==> config.mk <==
export PLATFORM = sky130hd
export DESIGN_NAME = irq_ctrl
export DESIGN_NICKNAME = d
export VERILOG_FILES = /design/src/rtl/irq_pkg.sv /design/src/rtl/irq_edge_sync.sv /design/src/rtl/irq_ctrl.sv
export SDC_FILE = /design/constraint.sdc
export NUM_CORES = 1
export LEC_CHECK = 0
export BUFFER_PORTS_ARGS = -buffer_cell sky130_fd_sc_hd__buf_2
export CORE_ASPECT_RATIO = 0.5
export CORE_UTILIZATION = 39
export CTS_CLUSTER_DIAMETER = 150
export CTS_CLUSTER_SIZE = 16
export DETAILED_ROUTE_END_ITERATION = 16
export PLACE_DENSITY = 0.76
export SYNTH_ARGS = -nofsm -noshare
export SYNTH_HDL_FRONTEND = slang
export SYNTH_SLANG_ARGS = --single-unit
==> constraint.sdc <==
create_clock -name clk -period 1.34 [get_ports clk]
set_clock_uncertainty 0.15 [all_clocks]
set_input_delay 0.201 -clock clk [delete_from_list [all_inputs] [get_ports clk]]
set_output_delay 0.201 -clock clk [all_outputs]
set_load 0.05 [all_outputs]
==> src/rtl/irq_pkg.sv <==
// Shared definitions for the interrupt controller: register offsets, FSM
// states, bit positions and the fixed-priority encoder.
package irq_pkg;

  typedef enum logic [1:0] {
    REG_PEND  = 2'd0,
    REG_MASK  = 2'd1,
    REG_CTRL  = 2'd2,
    REG_CAUSE = 2'd3
  } reg_e;

  typedef enum logic [1:0] {
    IDLE    = 2'd0,
    REQ     = 2'd1,
    SERVICE = 2'd2
  } state_e;

  localparam int unsigned CTRL_GIE = 0;
  localparam int unsigned CAUSE_IS = 31;

  // Lowest set index wins; returns 0 when nothing is set.
  function automatic logic [3:0] prio_enc(input logic [15:0] v);
    logic [3:0] id;
    logic       found;
    id    = '0;
    found = 1'b0;
    for (int unsigned i = 0; i < 16; i++) begin
      if (v[i] && !found) begin
        id    = 4'(i);
        found = 1'b1;
      end
    end
    return id;
  endfunction

endpackage

==> src/rtl/irq_edge_sync.sv <==
// One request source: multi-flop synchronizer followed by a rising-edge
// detector. rise is a single-cycle pulse per low-to-high transition.
module irq_edge_sync #(
  parameter int unsigned SYNC_STAGES = 2
) (
  input  logic clk,
  input  logic rst,
  input  logic din,
  output logic rise
);

  logic [SYNC_STAGES-1:0] sync_q;
  logic                   edge_q;

  always_ff @(posedge clk) begin
    if (rst) begin
      sync_q <= '0;
      edge_q <= 1'b0;
    end else begin
      sync_q <= {sync_q[SYNC_STAGES-2:0], din};
      edge_q <= sync_q[SYNC_STAGES-1];
    end
  end

  assign rise = sync_q[SYNC_STAGES-1] & ~edge_q;

endmodule

==> src/rtl/irq_ctrl.sv <==
// Memory-mapped interrupt controller: synchronized edge-triggered sources,
// PEND/MASK/CTRL/CAUSE registers, fixed-priority arbitration, non-nesting FSM.
module irq_ctrl
  import irq_pkg::*;
#(
  parameter int unsigned N_SRC       = 4,
  parameter int unsigned SYNC_STAGES = 2
) (
  input  logic             clk,
  input  logic             rst,
  input  logic [N_SRC-1:0] irq_in,
  input  logic             reg_we,
  input  logic [1:0]       reg_addr,
  input  logic [31:0]      reg_wdata,
  output logic [31:0]      reg_rdata,
  input  logic             int_ack,
  output logic             int_out,
  output logic [3:0]       cause_id
);

  logic [N_SRC-1:0] rise;
  logic [N_SRC-1:0] pend, pend_nx, mask, w1c, ack_clr, elig;
  logic [15:0]      elig_w;
  logic             gie, in_service, ack_fire, eoi;
  logic             we_pend, we_mask, we_ctrl;
  logic [3:0]       winner;
  state_e           state, state_nx;
  logic             unused_wdata;

  for (genvar g = 0; g < N_SRC; g++) begin : g_src
    irq_edge_sync #(.SYNC_STAGES(SYNC_STAGES)) u_sync (
      .clk  (clk),
      .rst  (rst),
      .din  (irq_in[g]),
      .rise (rise[g])
    );
  end

  assign we_pend      = reg_we && (reg_e'(reg_addr) == REG_PEND);
  assign we_mask      = reg_we && (reg_e'(reg_addr) == REG_MASK);
  assign we_ctrl      = reg_we && (reg_e'(reg_addr) == REG_CTRL);
  assign eoi          = reg_we && (reg_e'(reg_addr) == REG_CAUSE);
  assign unused_wdata = ^reg_wdata;

  assign elig   = pend & mask & {N_SRC{gie}};
  assign winner = prio_enc(elig_w);

  always_comb begin
    elig_w  = '0;
    ack_clr = '0;
    for (int unsigned i = 0; i < N_SRC; i++) begin
      elig_w[i]  = elig[i];
      ack_clr[i] = ack_fire && (cause_id == 4'(i));
    end
  end

  // A new rise is OR-ed in last so it survives a same-cycle W1C or ack clear.
  assign w1c     = we_pend ? reg_wdata[N_SRC-1:0] : '0;
  assign pend_nx = (pend & ~w1c & ~ack_clr) | rise;

  always_ff @(posedge clk) begin
    if (rst) begin
      pend <= '0;
      mask <= '0;
      gie  <= 1'b0;
    end else begin
      pend <= pend_nx;
      if (we_mask) mask <= reg_wdata[N_SRC-1:0];
      if (we_ctrl) gie  <= reg_wdata[CTRL_GIE];
    end
  end

  always_comb begin
    state_nx = state;
    ack_fire = 1'b0;
    case (state)
      IDLE: begin
        if (|elig) state_nx = REQ;
      end
      REQ: begin
        if (int_ack) begin
          ack_fire = 1'b1;
          state_nx = SERVICE;
        end else if (!elig_w[cause_id]) begin
          state_nx = IDLE;
        end
      end
      SERVICE: begin
        if (eoi) state_nx = IDLE;
      end
      default: state_nx = IDLE;
    endcase
  end

  always_ff @(posedge clk) begin
    if (rst) begin
      state      <= IDLE;
      int_out    <= 1'b0;
      in_service <= 1'b0;
      cause_id   <= '0;
    end else begin
      state      <= state_nx;
      int_out    <= (state_nx == REQ);
      in_service <= (state_nx == SERVICE);
      if (state == IDLE && |elig) cause_id <= winner;
    end
  end

  always_comb begin
    reg_rdata = '0;
    case (reg_e'(reg_addr))
      REG_PEND:  reg_rdata[N_SRC-1:0] = pend;
      REG_MASK:  reg_rdata[N_SRC-1:0] = mask;
      REG_CTRL:  reg_rdata[CTRL_GIE]  = gie;
      REG_CAUSE: begin
        reg_rdata[CAUSE_IS] = in_service;
        reg_rdata[3:0]      = cause_id;
      end
      default:   reg_rdata = '0;
    endcase
  end

endmodule

==> summary.md, run 1 <==
| Metric | Value |
|---|---|
| Slew Limit Fails | 0 |
| Sequential element share of the synthesized area | 40.41% |
| Setup Viol. Count Final | 11 |
| Critical path type | register to output pin |
| R2R setup slack | -170 ps |
| IO Pins | 79 |
| Type of origin of the critical path | register |
| Antenna diode count | 0 |
| Post-DR vias/cell | 4.800 |
| Maximum vdd drop | roughly 0.00034 V |
| Post-synth EDFFs | 0 |
| Status | finished with violations |
| Setup ws final | -314.4 ps |
| FF+latch area | 571.8 sq um |
| Synth async-reset ratio | 0% |
| Starting DRC count in detailed routing | 118 |
| Post-layout minimum cycle time | 1654 ps |
| Vias in the first global route | 971 |
| DR WL/cell | approximately 13 um |
| Core footprint | about 3100 sq um |
| CP max FO | 3 |
| Most common cell after layout, fill and taps aside | conb_1 |
| F_max | 0.6044 GHz |
| Layout cell share with drive strength beyond 1 | a little under half |
| Syn avg cell area | 9.288 sq um |
| Multi-input logic area | around 770 sq um |
| Power Dens Cells | 927.1 nW/um^2 |
| Synth top area share | 40.41% |
| DP Wirelength | roughly 1.9 mm |
| Nets | 233 |
| Yosys reg bits | 27 |
| Synth Cell Area | 1338 sq um |
| WP data required | 990 ps |
| Violated checks | DRC, setup timing |
| H-tree depth reported by CTS | 1 |
| Worst Hold Slack | ~29 ps |
| Clk_lat worst skew | between 200 and 300 ps |
| Reg-to-reg endpoint | pend[3] |
| Hold crit path type | primary input to register |
| Fill count | 246 |
| Cts bufs inserted | 3 |
| Most used DFF post-synth | dfxtp_1 |
| Placed insts | 214 |
| Total track usage | 15.91% |
| Die area | 3682 sq um |
| Root buffer cell | clkbuf_8 |
| Synth Instances | around 140 |
| RSZ-0062 raised after global routing | yes |
| DRC Markers | 7 |
| Crit path DAT | approximately 1300 ps |
| Die Span Y | 43.41 um |
| Total grt overflow | 0 |
| Crit. End Element | output pin |
| Placer Congestion | 0.8255 |
| Crit path max-delay cell type | mux4_2 |
| Die X-Extent | 84.82 um |
| Fin. Hold Viols | 0 |
| # rows | 14 |
| Crit. Startpoint | gie |
| Pin count of the biggest net entering global routing | 22 |
| Synth-to-Final Area Change | 37.42% |
| Largest stage delay, worst path | 480 ps |
| Antenna violations before repair | 0 |
| Post-route insts no fill | 230 |
| Initial Util | a little over two fifths |
| Port buffer count | 21 |
| Clock transition at path regs | 100 ps |
| Ys Warns | 0 |
| Max clock buf depth | 2 |
| Vias post-DR | around 1100 |
| Critical Path End | reg_rdata[0] |
| Post-synth cell types | 33 |
| Iteration count of the initial detailed-routing pass | 10 |
| Area contributors post-synth | dfxtp_1 40%, buf_4 16%, mux2i_1 6.0% |
| Post-DRT Antenna Nets | 0 |
| CTS tree | yes |
| Worst r2r path cells | 5 |
| Final period utilization | 123.5% |
| Reg2reg start | state[1] |
| Leakage | slightly above 0.0008 uW |
| Most frequent cells in the layout | 29 x conb_1, 21 x buf_4, 14 x dfxtp_1, 14 x buf_2, 12 x nor2b_1 |
| Yosys top cell by area | dfxtp_1 |
| First-pass GRT wire length | 4.395 mm |
| CTS sink cnt | 27 |
| Worst path cell trace | mux4_2 -> buf_6 |
| Max Cap Viol | 0 |
| DRT Wirelength | 2.977 mm |
[how the worst min path moves through the flow]
| stage | to | slack, ps | cells past startpoint | from |
|---|---|---|---|---|
| CTS | mask[1] | 30 | 3 | reg_wdata[1] |
| floorplan | g_src[0].u_sync.edge_q | 130 | 1 | rst |
| global placement | g_src[1].u_sync.sync_q[0] | 270 | 2 | irq_in[1] |
| global route | mask[2] | 20 | 3 | reg_wdata[2] |
| finish | mask[2] | 30 | 3 | reg_wdata[2] |
| detailed placement | g_src[1].u_sync.sync_q[0] | 260 | 2 | irq_in[1] |
[cell type report]
type	count	share of cell area (%)
clock buffers	3	2.246
clock inverters	1	0.4765
flip-flops and latches	27	31.11
multi-input cells	104	41.73
inverters	7	1.430
well taps	40	2.723
repair buffers	48	20.29
[metrics by stage]
step                      power, uW  instance area, sq um  worst slack, ps  utilization, %  setup TNS (ps)
after floorplan                1182                  1460           -165.3               -          -165.3
final                          1704                  1838           -314.4           58.62           -1233
after global routing           1764                  1838           -347.0           58.62           -1721
after CTS                      1689                  1693           -311.2           53.99          -862.2
after detailed placement       1179                  1480           -129.5           47.21          -482.3
after global placement         1175                  1480           -110.9           47.21          -306.0
[synth_stat cells (2+ instances only)]
library cell and count:
a2111oi_0 2, mux2i_1 8, buf_4 29, dfxtp_1 27, nand3_1 3, nand3b_1 3
buf_2 4, inv_1 7, nor2_1 9, o32ai_1 2, nor3b_1 2, o21ai_0 3
nand2_1 6, nand2b_1 2, a21oi_1 4, nor2b_1 12, a21o_1 3, a22o_1 3
[where the power goes]
part | internal [uW] | switching, uW | total, uW
Combinational | 101 | 271 | 371
Sequential | 821 | 19.3 | 840
Clock | 219 | 274 | 493
[metal layers]
metal / GRT usage, % / up-vias / part of all wire, %
met3: 4.381 / 14 / 6.2
met1: 18.97 / 500 / 44
li1: - / 522 / -
met4: 8.475 / 0 / 3.8
met5: 0 / - / 0
met2: 27.15 / 68 / 46
[sequential cells by signal (all words and copies together), names as in the netlist]
signal	count
cause_id	2
pend	4
in_service	1
gie	1
g_src.u_sync.edge_q	4
int_out	1
mask	4
state	2
g_src.u_sync.sync_q	8
[logic make-up after synthesis]
family | synth area share [%]
simple gates | 18.24
compound gates | 13.10
flops | 40.41
other cells | 0.2804
buf+inv | 20.02
mux | 7.952
[what timing repair did]
action                                 4_1_cts  5_1_grt
endpoints found under the hold margin        4        0
buffers inserted                             6        4
hold buffers                                 4        0
setup endpoints to repair                   12       15
gates resized for setup                     29       32
pin swaps                                    7        9
cloned                                       0        0
[worst max-delay path, delay by kind of cell (launching register included)]
kind,cells,cell delay [ps]
mux,1,480
buf+inv,1,170
flops,1,370
Note: power is estimated with default switching activity, not from simulation.
==> run 2, diff against run 1 <==
--- a/config.mk
+++ b/config.mk
@@ -6,12 +6,14 @@
 export NUM_CORES = 1
 export LEC_CHECK = 0
 export BUFFER_PORTS_ARGS = -buffer_cell sky130_fd_sc_hd__buf_2
+export CELL_PAD_IN_SITES_DETAIL_PLACEMENT = 0
+export CELL_PAD_IN_SITES_GLOBAL_PLACEMENT = 2
 export CORE_ASPECT_RATIO = 0.5
-export CORE_UTILIZATION = 39
+export CORE_UTILIZATION = 21
 export CTS_CLUSTER_DIAMETER = 150
 export CTS_CLUSTER_SIZE = 16
 export DETAILED_ROUTE_END_ITERATION = 16
-export PLACE_DENSITY = 0.76
+export PLACE_DENSITY_LB_ADDON = 0.1
 export SYNTH_ARGS = -nofsm -noshare
 export SYNTH_HDL_FRONTEND = slang
 export SYNTH_SLANG_ARGS = --single-unit
==> summary.md, run 2 (synthesized netlist as in run 1, its figures left out) <==
| Metric | Value |
|---|---|
| Status | finished with violations |
| Violated checks | setup timing |
| Leakage | 0.0008866 uW (+8.3%) |
| Post-DP Area | 1620 sq um (+9.5%) |
| Max Cap Viol | 0 (unchanged) |
| Reg2reg start | state[1] |
| Crit path DAT | 1270 ps (-30 ps) |
| Vias in the first global route | 998 (+2.8%) |
| Crit. End Element | output pin |
| Antenna violations before repair | 0 (unchanged) |
| Synth-to-Final Area Change | 49.58% |
| Die area | 6712 sq um (+82%) |
| Crit. Startpoint | cause_id[0] |
| R2R setup slack | -100 ps (+70 ps) |
| Die X-Extent | 114.9 um (+35%) |
| CTS tree | yes |
| Pin count of the biggest net entering global routing | 18 (-18%) |
| Total grt overflow | 0 (unchanged) |
| Most frequent cells in the layout | 29 x conb_1, 26 x buf_4, 14 x dfxtp_1, 14 x buf_2, 13 x buf_6 |
| CP max FO | 2 (-1) |
| Post-DR vias/cell | 3.755 (-22%) |
| Type of origin of the critical path | register |
| Worst path cell trace | mux4_2 -> buf_8 |
| H-tree depth reported by CTS | 1 (unchanged) |
| Port buffer count | 21 (unchanged) |
| Reg-to-reg endpoint | cause_id[0] |
| CP bufs+invs | 1 (unchanged) |
| Layout cell share with drive strength beyond 1 | 48.02% (+2.2 points) |
| Setup ws final | -281.6 ps (+32.85 ps) |
| Vias post-DR | 1089 (-1.4%) |
| RSZ-0062 raised after global routing | yes |
| Iteration count of the initial detailed-routing pass | 4 (-6) |
| Fin. Hold Viols | 0 (unchanged) |
| Most common cell after layout, fill and taps aside | conb_1 |
| Initial Util | 21.91% (-21 points) |
| Slew Limit Fails | 0 (unchanged) |
| WP data required | 990 ps (about the same) |
| Crit path depth | 2 (unchanged) |
| Final period utilization | 121.0% (-2.5 points) |
| Post-DRT Antenna Nets | 0 (unchanged) |
| Starting DRC count in detailed routing | 42 (-64%) |
| Clock transition at path regs | 70 ps (-30 ps) |
| Total track usage | 9.805% (-6.1 points) |
| Max reg flops | 8 (unchanged) |
| DR WL/cell | 10.97 um (-15%) |
| Setup Viol. Count Final | 7 (-4) |
| Max clock buf depth | 2 (unchanged) |
| Clk_lat worst skew | 270 ps (about the same) |
| Post-route insts no fill | 290 (+26%) |
| Post-layout minimum cycle time | 1622 ps (-32.85 ps) |
| Register with the most flip-flops | g_src.u_sync.sync_q |
| Core footprint | 6106 sq um (+95%) |
| Nets | 245 (+5.2%) |
| Antenna diode count | 0 (unchanged) |
| # rows | 20 (+6) |
| DP Wirelength | 2.263 mm (+21%) |
| Placed insts | 271 (+27%) |
| CTS sink cnt | 27 (unchanged) |
| DRT Wirelength | 3.182 mm (+6.9%) |
| Placer Congestion | 0.7475 (-9.4%) |
| IO Pins | 79 (unchanged) |
| Largest stage delay, worst path | 490 ps (about the same) |
| Power Dens Cells | 977.6 nW/um^2 (+5.4%) |
| Design Area, Final | 2001 sq um (+8.8%) |
| F_max | 0.6167 GHz (+2.0%) |
| Critical Path End | reg_rdata[0] |
| Pre-CTS setup slack | -98.17 ps (+31.28 ps) |
| Critical path type | register to output pin |
| Crit path max-delay family | multiplexers |
| First-pass GRT wire length | 5.016 mm (+14%) |
| Worst r2r path cells | 5 (unchanged) |
| Cts bufs inserted | 3 (unchanged) |
| Maximum vdd drop | 0.0004779 V (+41%) |
| Hold crit path type | primary input to register |
| Crit path max-delay cell type | mux4_2 |
| Die Span Y | 58.43 um (+35%) |
| Root buffer cell | clkbuf_16 |
| DRC Markers | 0 (-7) |
[run 2: changes by cell type in the layout (fill, tap and decap cells not counted), moves of 2 or more]
cell       previous run  this run
buf_4                21        26
buf_6                 8        13
clkbuf_16             0         3
clkbuf_8              3         0
clkbuf_4              0         2
dfxtp_2               7         9
dfxtp_4               6         4
[run 2: how the worst min path moves through the flow]
stage / slack [ps] / end / cells after the start / startpoint
finish: 50 / mask[3] / 3 / reg_wdata[3]
global route: 80 / mask[3] / 3 / reg_wdata[3]
CTS: 50 / mask[3] / 3 / reg_wdata[3]
detailed placement: 260 / g_src[2].u_sync.sync_q[0] / 2 / irq_in[2]
global placement: 270 / g_src[3].u_sync.sync_q[0] / 2 / irq_in[3]
floorplan: 130 / g_src[0].u_sync.edge_q / 1 / rst
[run 2: layer usage]
metal | global-route usage (%) | part of all wire, % | vias to the layer above
met3 | 2.575 | 4.1 | 0
met1 | 13.20 | 48 | 510
met5 | 0 | 0 | -
met4 | 1.670 | 0 | 0
li1 | - | - | 544
met2 | 16.09 | 47 | 35
[run 2: worst min-delay path, cell delays in order]
cell     delay [ps]
buf_2            90
mux2i_1          60
nor2_1           70
[run 2: timing repair]
item | 4_1_cts | 5_1_grt
endpoints found under the hold margin | 4 | 0
hold buffers | 4 | 0
gates resized for setup | 42 | 16
pin swaps | 11 | 7
buffers inserted | 12 | 1
setup endpoints to repair | 13 | 13
[run 2: through the flow]
stage	power (uW)	TNS, ps	hold slack (ps)	util, %
6_report	1956	-733.8	46.84	32.77
5_1_grt	2060	-1222	76.86	32.77
4_1_cts	1971	-710.9	49.60	31.78
3_5_place_dp	1199	-521.1	264.0	26.54
3_3_place_gp	1197	-537.3	265.9	26.54
2_1_floorplan	1182	-165.3	134.2	-
[run 2: layout make-up]
cell class / count / area (sq um)
flip-flops and latches: 27 / 566.8
multi-input cells: 104 / 732.0
clock buffers: 3 / 75.07
repair buffers: 60 / 481.7
well taps: 88 / 110.1
inverters: 7 / 26.28
fillers: 651 / 4105
clock inverters: 1 / 8.758
[run 2: report_power, final]
part	switching (uW)	internal (uW)	total, uW
logic	272	118	390
registers	16.2	824	840
clock network	312	414	725
==> run 3, diff against run 2 <==
--- a/config.mk
+++ b/config.mk
@@ -13,7 +13,9 @@
 export CTS_CLUSTER_DIAMETER = 150
 export CTS_CLUSTER_SIZE = 16
 export DETAILED_ROUTE_END_ITERATION = 16
-export PLACE_DENSITY_LB_ADDON = 0.1
+export PLACE_DENSITY_LB_ADDON = 0.08
+export RECOVER_POWER = 50
+export REMOVE_ABC_BUFFERS = 1
 export SYNTH_ARGS = -nofsm -noshare
 export SYNTH_HDL_FRONTEND = slang
 export SYNTH_SLANG_ARGS = --single-unit
==> summary.md, run 3 (synthesized netlist as in run 1, its figures left out) <==
| Metric | Value |
|---|---|
| Status | finished with violations |
| Violated checks | setup timing |
| NetSw | 589.3 uW (-1.7%) |
| Clock transition at path regs | 70 ps (about the same) |
| Hold EP | mask[3] |
| Largest stage delay, worst path | 500 ps (about the same) |
| Max reg flops | 8 (unchanged) |
| Reg-to-reg endpoint | state[0] |
| Layout cell share with drive strength beyond 1 | 44.76% (-3.3 points) |
| Total grt overflow | 0 (unchanged) |
| DP Wirelength | 2.286 mm (+1.0%) |
| Combinational Power Share | 19.9% (about the same) |
| Nets | 253 (+3.3%) |
| Post-DR vias/cell | 3.799 (+1.2%) |
| IO Pins | 79 (unchanged) |
| Critical path type | register to output pin |
| Leakage | 0.0009151 uW (+3.2%) |
| Final Core Density | 33.34% (+0.57 points) |
| Post-layout minimum cycle time | 1624 ps (+2.353 ps) |
| Die area | 6712 sq um (unchanged) |
| Cts bufs inserted | 3 (unchanged) |
| Max clock buf depth | 2 (unchanged) |
| Reg power frac | 43.3% (+0.3 points) |
| Min-delay src | reg_wdata[3] |
| Antenna diode count | 0 (unchanged) |
| Hold depth | 3 (unchanged) |
| Crit path DAT | 1270 ps (about the same) |
| F_max | 0.6158 GHz (-0.14%) |
| Final period utilization | 121.2% (+0.18 points) |
| WP data required | 990 ps (about the same) |
| Post-DRT Antenna Nets | 0 (unchanged) |
| Type of origin of the critical path | register |
| H-tree depth reported by CTS | 1 (unchanged) |
| Setup ws final | -283.9 ps (-2.353 ps) |
| Iteration count of the initial detailed-routing pass | 4 (unchanged) |
| Core footprint | 6106 sq um (unchanged) |
| Max Cap Viol | 0 (unchanged) |
| Crit path max-delay cell type | mux4_2 |
| Register with the most flip-flops | g_src.u_sync.sync_q |
| Fin. Hold Viols | 0 (unchanged) |
| Power Dens Cells | 955.8 nW/um^2 (-2.2%) |
| Antenna violations before repair | 0 (unchanged) |
| Setup Viol. Count Final | 12 (+5) |
| CTS sink cnt | 27 (unchanged) |
| Fill count | 654 (+0.46%) |
| Hold crit path type | primary input to register |
| Maximum vdd drop | 0.0004605 V (-3.6%) |
| Headroom to the max-slew limit | 46.84% |
| # rows | 20 (unchanged) |
| Placer Congestion | 0.6636 (-11%) |
| Vias post-DR | 1132 (+3.9%) |
| Most common cell after layout, fill and taps aside | buf_4 |
| Design Area, Final | 2036 sq um (+1.8%) |
| Clock Power Share | 36.9% (-0.2 points) |
| Synth-to-Final Area Change | 52.20% |
| Clk_lat worst skew | 260 ps (about the same) |
| Worst path cell trace | mux4_2 -> buf_8 |
| Root buffer cell | clkbuf_16 |
| Internal Power | 1356 uW (about the same) |
| CTS tree | yes |
| R2R setup slack | -180 ps (-80 ps) |
| Port buffer count | 21 (unchanged) |
| Reg2reg start | cause_id[0] |
| Pin count of the biggest net entering global routing | 18 (unchanged) |
| Die X-Extent | 114.9 um (unchanged) |
| Starting DRC count in detailed routing | 24 (-43%) |
| CP max FO | 2 (unchanged) |
| Sw Share | 30.29% (-0.38 points) |
| Worst r2r path cells | 6 (+1) |
| Post-DP Area | 1642 sq um (+1.3%) |
| Initial Util | 21.91% (unchanged) |
| Die Span Y | 58.43 um (unchanged) |
| Most frequent cells in the layout | 30 x buf_4, 29 x conb_1, 15 x dfxtp_1, 15 x buf_6, 13 x buf_2 |
| DRC Markers | 0 (unchanged) |
| DRT Wirelength | 3.156 mm (-0.82%) |
| Slew @ Worst Pin | 797.4 ps |
| Crit. End Element | output pin |
| DR WL/cell | 10.59 um (-3.5%) |
| Total track usage | 9.930% (+0.12 points) |
| Slew Limit Fails | 0 (unchanged) |
| RSZ-0062 raised after global routing | yes |
| First-pass GRT wire length | 5.009 mm (-0.14%) |
| Vias in the first global route | 1007 (+0.90%) |
## run 3: power by group through the flow
stage / registers (uW) / clock network, uW / logic (uW)
floorplan: 859 / 0 / 239
detailed placement: 862 / 0 / 339
finish: 842 / 717 / 386
global route: 845 / 779 / 409
global placement: 862 / 0 / 337
CTS: 840 / 744 / 374
## run 3: what timing repair did
action                                  CTS  global route
gates resized for setup                  39            21
hold buffers                              4             0
pin swaps                                11             8
setup buffers                             7             7
endpoints found under the setup margin   13            17
hold endpoints to repair                  4             0
## run 3: final cells by class
cell class | count | area [sq um] | share of cell area (%)
well taps | 88 | 110.1 | 5.409
clock buffers | 3 | 75.07 | 3.688
multi-input cells | 104 | 709.4 | 34.85
flip-flops and latches | 27 | 558.0 | 27.41
inverters | 7 | 26.28 | 1.291
repair buffers | 68 | 548.0 | 26.92
clock inverters | 1 | 8.758 | 0.4302
## run 3: layer usage
layer / vias to the layer above / part of all wire [%] / global-route usage (%) / routed length [um]
li1: 563 / - / - / -
met1: 527 / 50 / 13.61 / 1568
met2: 40 / 44 / 15.75 / 1393
met3: 2 / 5.4 / 2.884 / 172
met4: 0 / 0.73 / 1.670 / 23
met5: - / 0 / 0 / 0
## run 3: how the worst max path moves through the flow
stage	start	end	slack (ps)	depth (start not counted)
after floorplan	mask[1]	reg_rdata[1]	-540	2
after detailed placement	state[1]	cause_id[0]	-140	5
after CTS	cause_id[0]	reg_rdata[0]	-290	2
final	cause_id[0]	reg_rdata[0]	-280	2
after global placement	state[1]	cause_id[0]	-160	5
after global routing	cause_id[0]	reg_rdata[0]	-310	2
## run 3: worst max-delay path: cells and delay by family, from the launching register on
kind | cells | cell delay [ps]
buffers and inverters | 1 | 170
flip-flops | 1 | 330
multiplexers | 1 | 500
## run 3: per-stage QoR
step | hold slack (ps) | cells | total power (uW) | worst slack (ps) | setup TNS (ps)
2_1_floorplan | 113.4 | 138 | 1098 | -538.9 | -2193
3_3_place_gp | 262.2 | 277 | 1199 | -158.1 | -883.9
3_5_place_dp | 264.7 | 277 | 1201 | -139.9 | -797.2
4_1_cts | 42.77 | 292 | 1958 | -288.3 | -1046
5_1_grt | 44.95 | 298 | 2033 | -307.1 | -2065
6_report | 43.61 | 298 | 1946 | -283.9 | -1419
